$ cat src/rtl/serial_link_pkg.sv
// Shared definitions for the serial word link: receiver states, word width, parity helper.
package serial_link_pkg;

  localparam int unsigned SERIAL_WORD_W = 14;
  localparam int unsigned PARITY_MAX_W  = 64;

  typedef enum logic [1:0] {
    IDLE   = 2'd0,
    SHIFT  = 2'd1,
    PARITY = 2'd2
  } rx_state_t;

  // Returns 1 when the vector has an odd number of ones (even-parity violation).
  function automatic logic even_parity(input logic [PARITY_MAX_W-1:0] bits_in);
    return ^bits_in;
  endfunction

endpackage

$ cat src/rtl/serial_word_receiver_if.sv
// Receiver-side bundle: serial input qualifiers plus the word valid/ready output.
// parity_err exists only when RX_PARITY_EN is defined.
interface serial_word_receiver_if
  import serial_link_pkg::*;
#(
  parameter int unsigned N = SERIAL_WORD_W
);
  logic         shift_en;
  logic         frame_start;
  logic         serial_in;
  logic [N-1:0] data_out;
  logic         data_valid;
  logic         data_ready;
  logic         busy;
  logic         overrun;
`ifdef RX_PARITY_EN
  logic         parity_err;
`endif

  // Receiver side: consumes the serial stream, produces words.
  modport master (
`ifdef RX_PARITY_EN
    output parity_err,
`endif
    input  shift_en,
    input  frame_start,
    input  serial_in,
    input  data_ready,
    output data_out,
    output data_valid,
    output busy,
    output overrun
  );

  // Environment side: drives the serial stream, consumes words.
  modport slave (
`ifdef RX_PARITY_EN
    input  parity_err,
`endif
    output shift_en,
    output frame_start,
    output serial_in,
    output data_ready,
    input  data_out,
    input  data_valid,
    input  busy,
    input  overrun
  );

endinterface

$ cat src/rtl/rx_bit_counter.sv
// Frame bit counter 0..N: load-to-1, clear, saturating increment, last/terminal flags.
module rx_bit_counter #(
  parameter int unsigned N = 14
) (
  input  logic clk,
  input  logic rst,
  input  logic clr,
  input  logic load,
  input  logic inc,
  output logic last_c,
  output logic tc_c
);

  localparam int unsigned CW = $clog2(N + 1);

  logic [CW-1:0] cnt_q, cnt_d;

  assign last_c = (cnt_q == CW'(N - 1));
  assign tc_c   = (cnt_q == CW'(N));

  // Load wins so a restart on the same edge as an idle tidy-up is honoured.
  always_comb begin
    cnt_d = cnt_q;
    if (load) begin
      cnt_d = CW'(1);
    end else if (clr) begin
      cnt_d = '0;
    end else if (inc && !tc_c) begin
      cnt_d = cnt_q + CW'(1);
    end
  end

  always_ff @(posedge clk) begin
    if (rst) begin
      cnt_q <= '0;
    end else begin
      cnt_q <= cnt_d;
    end
  end

endmodule

$ cat src/rtl/serial_word_receiver.sv
// MSB-first serial-to-parallel word receiver with a registered valid/ready output slot.
// Optional even-parity bit after each word when RX_PARITY_EN is defined.
module serial_word_receiver
  import serial_link_pkg::*;
#(
  parameter int unsigned N = SERIAL_WORD_W
) (
  input  logic                   clk,
  input  logic                   rst,
  serial_word_receiver_if.master rx_if
);

  // Without parity the final bit bypasses the shifter, so only N-1 bits are stored.
`ifdef RX_PARITY_EN
  localparam int unsigned SR_W = N;
`else
  localparam int unsigned SR_W = N - 1;
`endif

  rx_state_t       state_q, state_d;
  logic [SR_W-1:0] sr_q, sr_d;
  logic [N-1:0]    data_q, data_d;
  logic            valid_q, valid_d;
  logic            busy_q, busy_d;
  logic            overrun_q, overrun_d;
  logic [N-1:0]    word_c;
  logic            complete_c;
  logic            consume_c;
  logic            cnt_clr, cnt_load, cnt_inc;
  logic            cnt_last_c, cnt_tc_c;
`ifdef RX_PARITY_EN
  logic            perr_q, perr_d;
  logic            word_perr_c;
`endif

  rx_bit_counter #(.N(N)) u_cnt (
    .clk    (clk),
    .rst    (rst),
    .clr    (cnt_clr),
    .load   (cnt_load),
    .inc    (cnt_inc),
    .last_c (cnt_last_c),
    .tc_c   (cnt_tc_c)
  );

  always_comb begin
    state_d    = state_q;
    sr_d       = sr_q;
    data_d     = data_q;
    valid_d    = valid_q;
    overrun_d  = overrun_q;
    complete_c = 1'b0;
    cnt_clr    = 1'b0;
    cnt_load   = 1'b0;
    cnt_inc    = 1'b0;
    consume_c  = valid_q && rx_if.data_ready;
`ifdef RX_PARITY_EN
    perr_d      = perr_q;
    word_c      = sr_q;
    word_perr_c = even_parity(PARITY_MAX_W'({sr_q, rx_if.serial_in}));
`else
    word_c      = {sr_q, rx_if.serial_in};
`endif

    // Return the counter to zero once a finished frame has left SHIFT.
    if (state_q == IDLE && cnt_tc_c) begin
      cnt_clr = 1'b1;
    end

    if (rx_if.shift_en) begin
      if (rx_if.frame_start) begin
        sr_d     = SR_W'(rx_if.serial_in);
        cnt_load = 1'b1;
        state_d  = SHIFT;
      end else begin
        case (state_q)
          SHIFT: begin
            sr_d    = SR_W'({sr_q, rx_if.serial_in});
            cnt_inc = 1'b1;
            if (cnt_last_c) begin
`ifdef RX_PARITY_EN
              state_d    = PARITY;
`else
              state_d    = IDLE;
              complete_c = 1'b1;
`endif
            end
          end
`ifdef RX_PARITY_EN
          PARITY: begin
            state_d    = IDLE;
            complete_c = 1'b1;
          end
`endif
          default: ;
        endcase
      end
    end

    if (consume_c) begin
      valid_d = 1'b0;
    end

    // A word lands only in a free (or simultaneously drained) slot; otherwise it is lost.
    if (complete_c) begin
      if (!valid_q || consume_c) begin
        data_d  = word_c;
        valid_d = 1'b1;
`ifdef RX_PARITY_EN
        perr_d  = word_perr_c;
`endif
      end else begin
        overrun_d = 1'b1;
      end
    end

    busy_d = (state_d != IDLE);
  end

  always_ff @(posedge clk) begin
    if (rst) begin
      state_q   <= IDLE;
      sr_q      <= '0;
      data_q    <= '0;
      valid_q   <= 1'b0;
      busy_q    <= 1'b0;
      overrun_q <= 1'b0;
`ifdef RX_PARITY_EN
      perr_q    <= 1'b0;
`endif
    end else begin
      state_q   <= state_d;
      sr_q      <= sr_d;
      data_q    <= data_d;
      valid_q   <= valid_d;
      busy_q    <= busy_d;
      overrun_q <= overrun_d;
`ifdef RX_PARITY_EN
      perr_q    <= perr_d;
`endif
    end
  end

  assign rx_if.data_out   = data_q;
  assign rx_if.data_valid = valid_q;
  assign rx_if.busy       = busy_q;
  assign rx_if.overrun    = overrun_q;
`ifdef RX_PARITY_EN
  assign rx_if.parity_err = perr_q;
`endif

endmodule

$ cat src/flat_wrapper.sv
// flat-port wrapper written by rule: the top's interface ports become plain ports
module serial_word_receiver_flat import serial_link_pkg::*;
#(
  parameter int unsigned N = SERIAL_WORD_W
)
  (clk, rst, rx_if_shift_en, rx_if_frame_start, rx_if_serial_in, rx_if_data_ready, rx_if_data_out, rx_if_data_valid, rx_if_busy, rx_if_overrun);
  serial_word_receiver_if #(.N(N)) rx_if_i ();
  input  logic clk;
  input  logic rst;
  input wire logic [$bits(rx_if_i.shift_en)-1:0] rx_if_shift_en;
  input wire logic [$bits(rx_if_i.frame_start)-1:0] rx_if_frame_start;
  input wire logic [$bits(rx_if_i.serial_in)-1:0] rx_if_serial_in;
  input wire logic [$bits(rx_if_i.data_ready)-1:0] rx_if_data_ready;
  output wire logic [$bits(rx_if_i.data_out)-1:0] rx_if_data_out;
  output wire logic [$bits(rx_if_i.data_valid)-1:0] rx_if_data_valid;
  output wire logic [$bits(rx_if_i.busy)-1:0] rx_if_busy;
  output wire logic [$bits(rx_if_i.overrun)-1:0] rx_if_overrun;
  assign rx_if_i.shift_en = rx_if_shift_en;
  assign rx_if_i.frame_start = rx_if_frame_start;
  assign rx_if_i.serial_in = rx_if_serial_in;
  assign rx_if_i.data_ready = rx_if_data_ready;
  assign rx_if_data_out = rx_if_i.data_out;
  assign rx_if_data_valid = rx_if_i.data_valid;
  assign rx_if_busy = rx_if_i.busy;
  assign rx_if_overrun = rx_if_i.overrun;
  serial_word_receiver #(.N(N)) u_core (.clk(clk), .rst(rst), .rx_if(rx_if_i));
endmodule
$ cat config.mk
export PLATFORM = sky130hd
export DESIGN_NAME = serial_word_receiver_flat
export DESIGN_NICKNAME = d
export VERILOG_FILES = /design/src/rtl/serial_link_pkg.sv /design/src/rtl/serial_word_receiver_if.sv /design/src/rtl/rx_bit_counter.sv /design/src/rtl/serial_word_receiver.sv /design/src/flat_wrapper.sv
export SDC_FILE = /design/constraint.sdc
export NUM_CORES = 1
export LEC_CHECK = 0
export ABC_AREA = 1
export ABC_CLOCK_PERIOD_IN_PS = 2250
export BUFFER_PORTS_ARGS = -buffer_cell sky130_fd_sc_hd__buf_4
export CORE_MARGIN = 3
export CORE_UTILIZATION = 50
export CTS_CLUSTER_SIZE = 16
export DETAILED_ROUTE_END_ITERATION = 8
export PLACE_DENSITY = 0.71
export SLEW_MARGIN = 10
export SYNTH_ARGS = -nofsm -noshare
export SYNTH_HDL_FRONTEND = slang
export SYNTH_HIERARCHICAL = 1
export SYNTH_SLANG_ARGS = --single-unit
$ cat constraint.sdc
create_clock -name clk -period 2.25 [get_ports clk]
set_clock_uncertainty 0.2 [all_clocks]
set_input_delay 0.45 -clock clk [delete_from_list [all_inputs] [get_ports clk]]
set_output_delay 0.45 -clock clk [all_outputs]
set_load 0.05 [all_outputs]
==> results.toml <==
[cells_and_area]
drive_gt1_share_pct = 25.0
multi_input_comb_area_sq_um = 746
regArea_sq_um = 721
fin_area_sq_um = 1880
nFillCells = 314
area_growth_syn_to_layout_pct = 13.8
antennaDiodeCount = 0
nNetsFinal = 253

[route]
post-route-drc-count = 0
dr.pass1.iters = 4
viasPerCell = 4.75
postRouteAntennaNets = 0
wirelength_um = 3190
num_vias = 1368
wl_per_cell_um = 11.1
dr.first_iter.drc_count = 64

[die]
die_y_um = 63.5
die-width_um = 63.5
initial_core_util_pct = 53.3
core-area_sq_um = 3100
die-area_sq_um = 4030
num_rows = 20
ios = 23

[logic_synthesis]
ys_seq_area_share_pct = 43.6
synthCells = 223
async_flop_share_pct = 0
yosysWarnings = 6
yosys-top-cells-area = "dfxtp_1, nand2_1, nor2_1"
ys.flop_type = "dfxtp_1"
synth-edff-count = 0
yosysTopAreaCell = "dfxtp_1"
syn_area_sq_um = 1650
synth_cell_types = 24
syn_avg_cell_area_sq_um = 7.41
synth_top_area_share_pct = 43.6
ys_seq_elements = 36
synth_fp_nets = 232

[placement]
io_buffers = 22
dpl.hpwl_um = 2260
placed_area_sq_um = 1830
place.gp.congestion = 0.808

[sta]
final.setup.tns_ps = 0
drv_slew = 0
fin_hold_ws_ps = 148
hold_viol = 0
period_share_pct = 83.3
slew_headroom_pct = 60.0
max_freq_ghz = 0.533
rsz0062_at_grt = "false"
setup_viol = 0
layout_min_cycle_time_ps = 1880
worst_pin_slew_ps = 600

[worst_setup_path]
path_class = "register to register"
cp_cell_sequence = "ha_1, and3_2, nand3_2, nor2_4, nor2_1, nor2_1"
start_kind = "register"
cp_num_buf_inv = 0
cpMaxStageDelayCell = "dfxtp_1"
crit_family = "simple AND/OR/NAND/NOR gates"
crit_required_ps = 2320
worstPathMaxFanout = 17
crit_path_end_kind = "register"
cp.arrival_ps = 1950
r2r_setup_slack_ps = 370
slowest_delay_ps = 440
critPathMostFrequentCell = "nor2_1"

[cts]
cts_resized = 0
holdBufCountCts = 0
clkSlewWorstSetupHoldPaths_ps = 100
clk_latency_ps = 340
cts.path.max_buffers = 2
cts.sinks = 36
cts_made_buffers = 5
cts_root_buf = "clkbuf_4"
cts_max_level = 2
post_cts_buffers = 0
cts_tree = "built"

[global_routing]
antenna_found_initial = 0
grt_start_max_net_pins = 28
grt_pass1_wl_um = 5760
busiest_layer = "met2"
grtUsageMet1_pct = 24.1
grt_pass1_vias = 1273
grt_use_met3_pct = 5.35
use_met2_pct = 27.6
grt_overflow = 0
grt_usage_pct = 18.1

[power]
worst_ir_drop_vdd_mv = 0.296
pwr_density_cell_nw_per_um2 = 552
p_leak_nw = 0.765
finalPower_w = 0.00104

[run_status]
status = "completed"

[flow_run]
maxCapViolations = 0

[worst_hold_path]
worstHoldPathType = "input port to register"
-- logic make-up (layout without fill, tap and decap cells) --
| group | after synthesis | count (layout) | synth area share, % |
|---|---|---|---|
| simple gates | 123 | 123 | 34.8 |
| buf+inv | 42 | 63 | 11.3 |
| flops | 36 | 36 | 43.6 |
| compound gates | 19 | 19 | 8.02 |
| fa+ha+maj | 3 | 3 | 2.27 |
-- flip-flops by register name (all words and copies together), names as in the netlist --
| name | count |
|---|---|
| u_core/u_cnt/cnt_q | 4 |
| u_core/sr_q | 13 |
| u_core/state_q | 2 |
| u_core/rx_if.data_out | 14 |
| u_core/rx_if.busy | 1 |
| u_core/rx_if.data_valid | 1 |
| u_core/rx_if.overrun | 1 |
-- path summary, 6_finish.rpt --
check | startpoint | depth (start not counted) | to
hold / removal | rx_if_serial_in | 3 | u_core/sr_q[0]$_SDFFE_PP0P_
setup / recovery | u_core/u_cnt/cnt_q[0]$_SDFFE_PP0P_ | 6 | u_core/rx_if.data_out[12]$_SDFFE_PP0P_
setup reg to reg | u_core/u_cnt/cnt_q[0]$_SDFFE_PP0P_ | 6 | u_core/rx_if.data_out[12]$_SDFFE_PP0P_
hold reg to reg | u_core/rx_if.overrun$_SDFFE_PP0P_ | 2 | u_core/rx_if.overrun$_SDFFE_PP0P_
-- cell type report --
type	count	area share (%)
inverter	32	6.39
clock buffer	6	2.20
timing repair buffer	24	10.2
tap	44	2.93
multi-input combinational	145	39.7
sequential	36	38.3
clock inverter	1	0.266
-- per-layer routing --
layer	vias to the layer above	part of all wire [%]
li1	733	-
met3	6	5.6
met5	-	0
met4	0	1.5
met1	592	52
met2	37	41
-- cell usage after synthesis, types with 2 or more instances --
cell / number
nand2_1: 45
nor2_1: 38
dfxtp_1: 36
inv_1: 28
nand4_1: 14
nand2_2: 10
a21oi_2: 9
a21oi_1: 7
nand3_1: 6
buf_2: 5
buf_6: 3
ha_1: 3
inv_2: 3
nor2_4: 3
nand3_2: 2
nor2_2: 2
nor3_1: 2
-- cell usage in the layout (no fill, tap or decap) --
cell type,count
ha_1,3
clkbuf_1,1
buf_12,1
nor2_4,3
a21oi_1,7
nand3_2,2
buf_4,23
nand2_1,45
a21oi_2,9
clkinv_1,1
o21ai_2,1
nand4_1,14
nand3_1,6
dfxtp_1,36
and3_2,1
o21ai_1,1
nor2_2,2
inv_2,3
nand2_2,10
clkinv_2,1
nor3_1,2
inv_1,28
clkbuf_4,5
nor2_1,38
o21ai_0,1
-- per-stage QoR --
step | std cells | utilization, % | setup slack [ps]
after floorplan | 223 | - | 637
after global placement | 281 | 59.1 | 420
after detailed placement | 281 | 59.1 | 383
after CTS | 288 | 60.6 | 361
after global routing | 288 | 60.6 | 210
final | 288 | 60.6 | 375
-- worst reg2reg max path, cell delays in order (launching register included) --
cell,delay [ps]
dfxtp_1,440
ha_1,180
and3_2,390
nand3_2,150
nor2_4,280
nor2_1,70
nor2_1,110
-- where the power goes --
part	leakage, nW	internal, W	switching [W]
clock	0.0281	0.000115	0.000202
combinational	0.446	0.0000244	0.0000485
sequential	0.291	0.000643	0.00000571
total	0.765	0.000782	0.000256
Note: power is estimated with default switching activity, not from simulation.
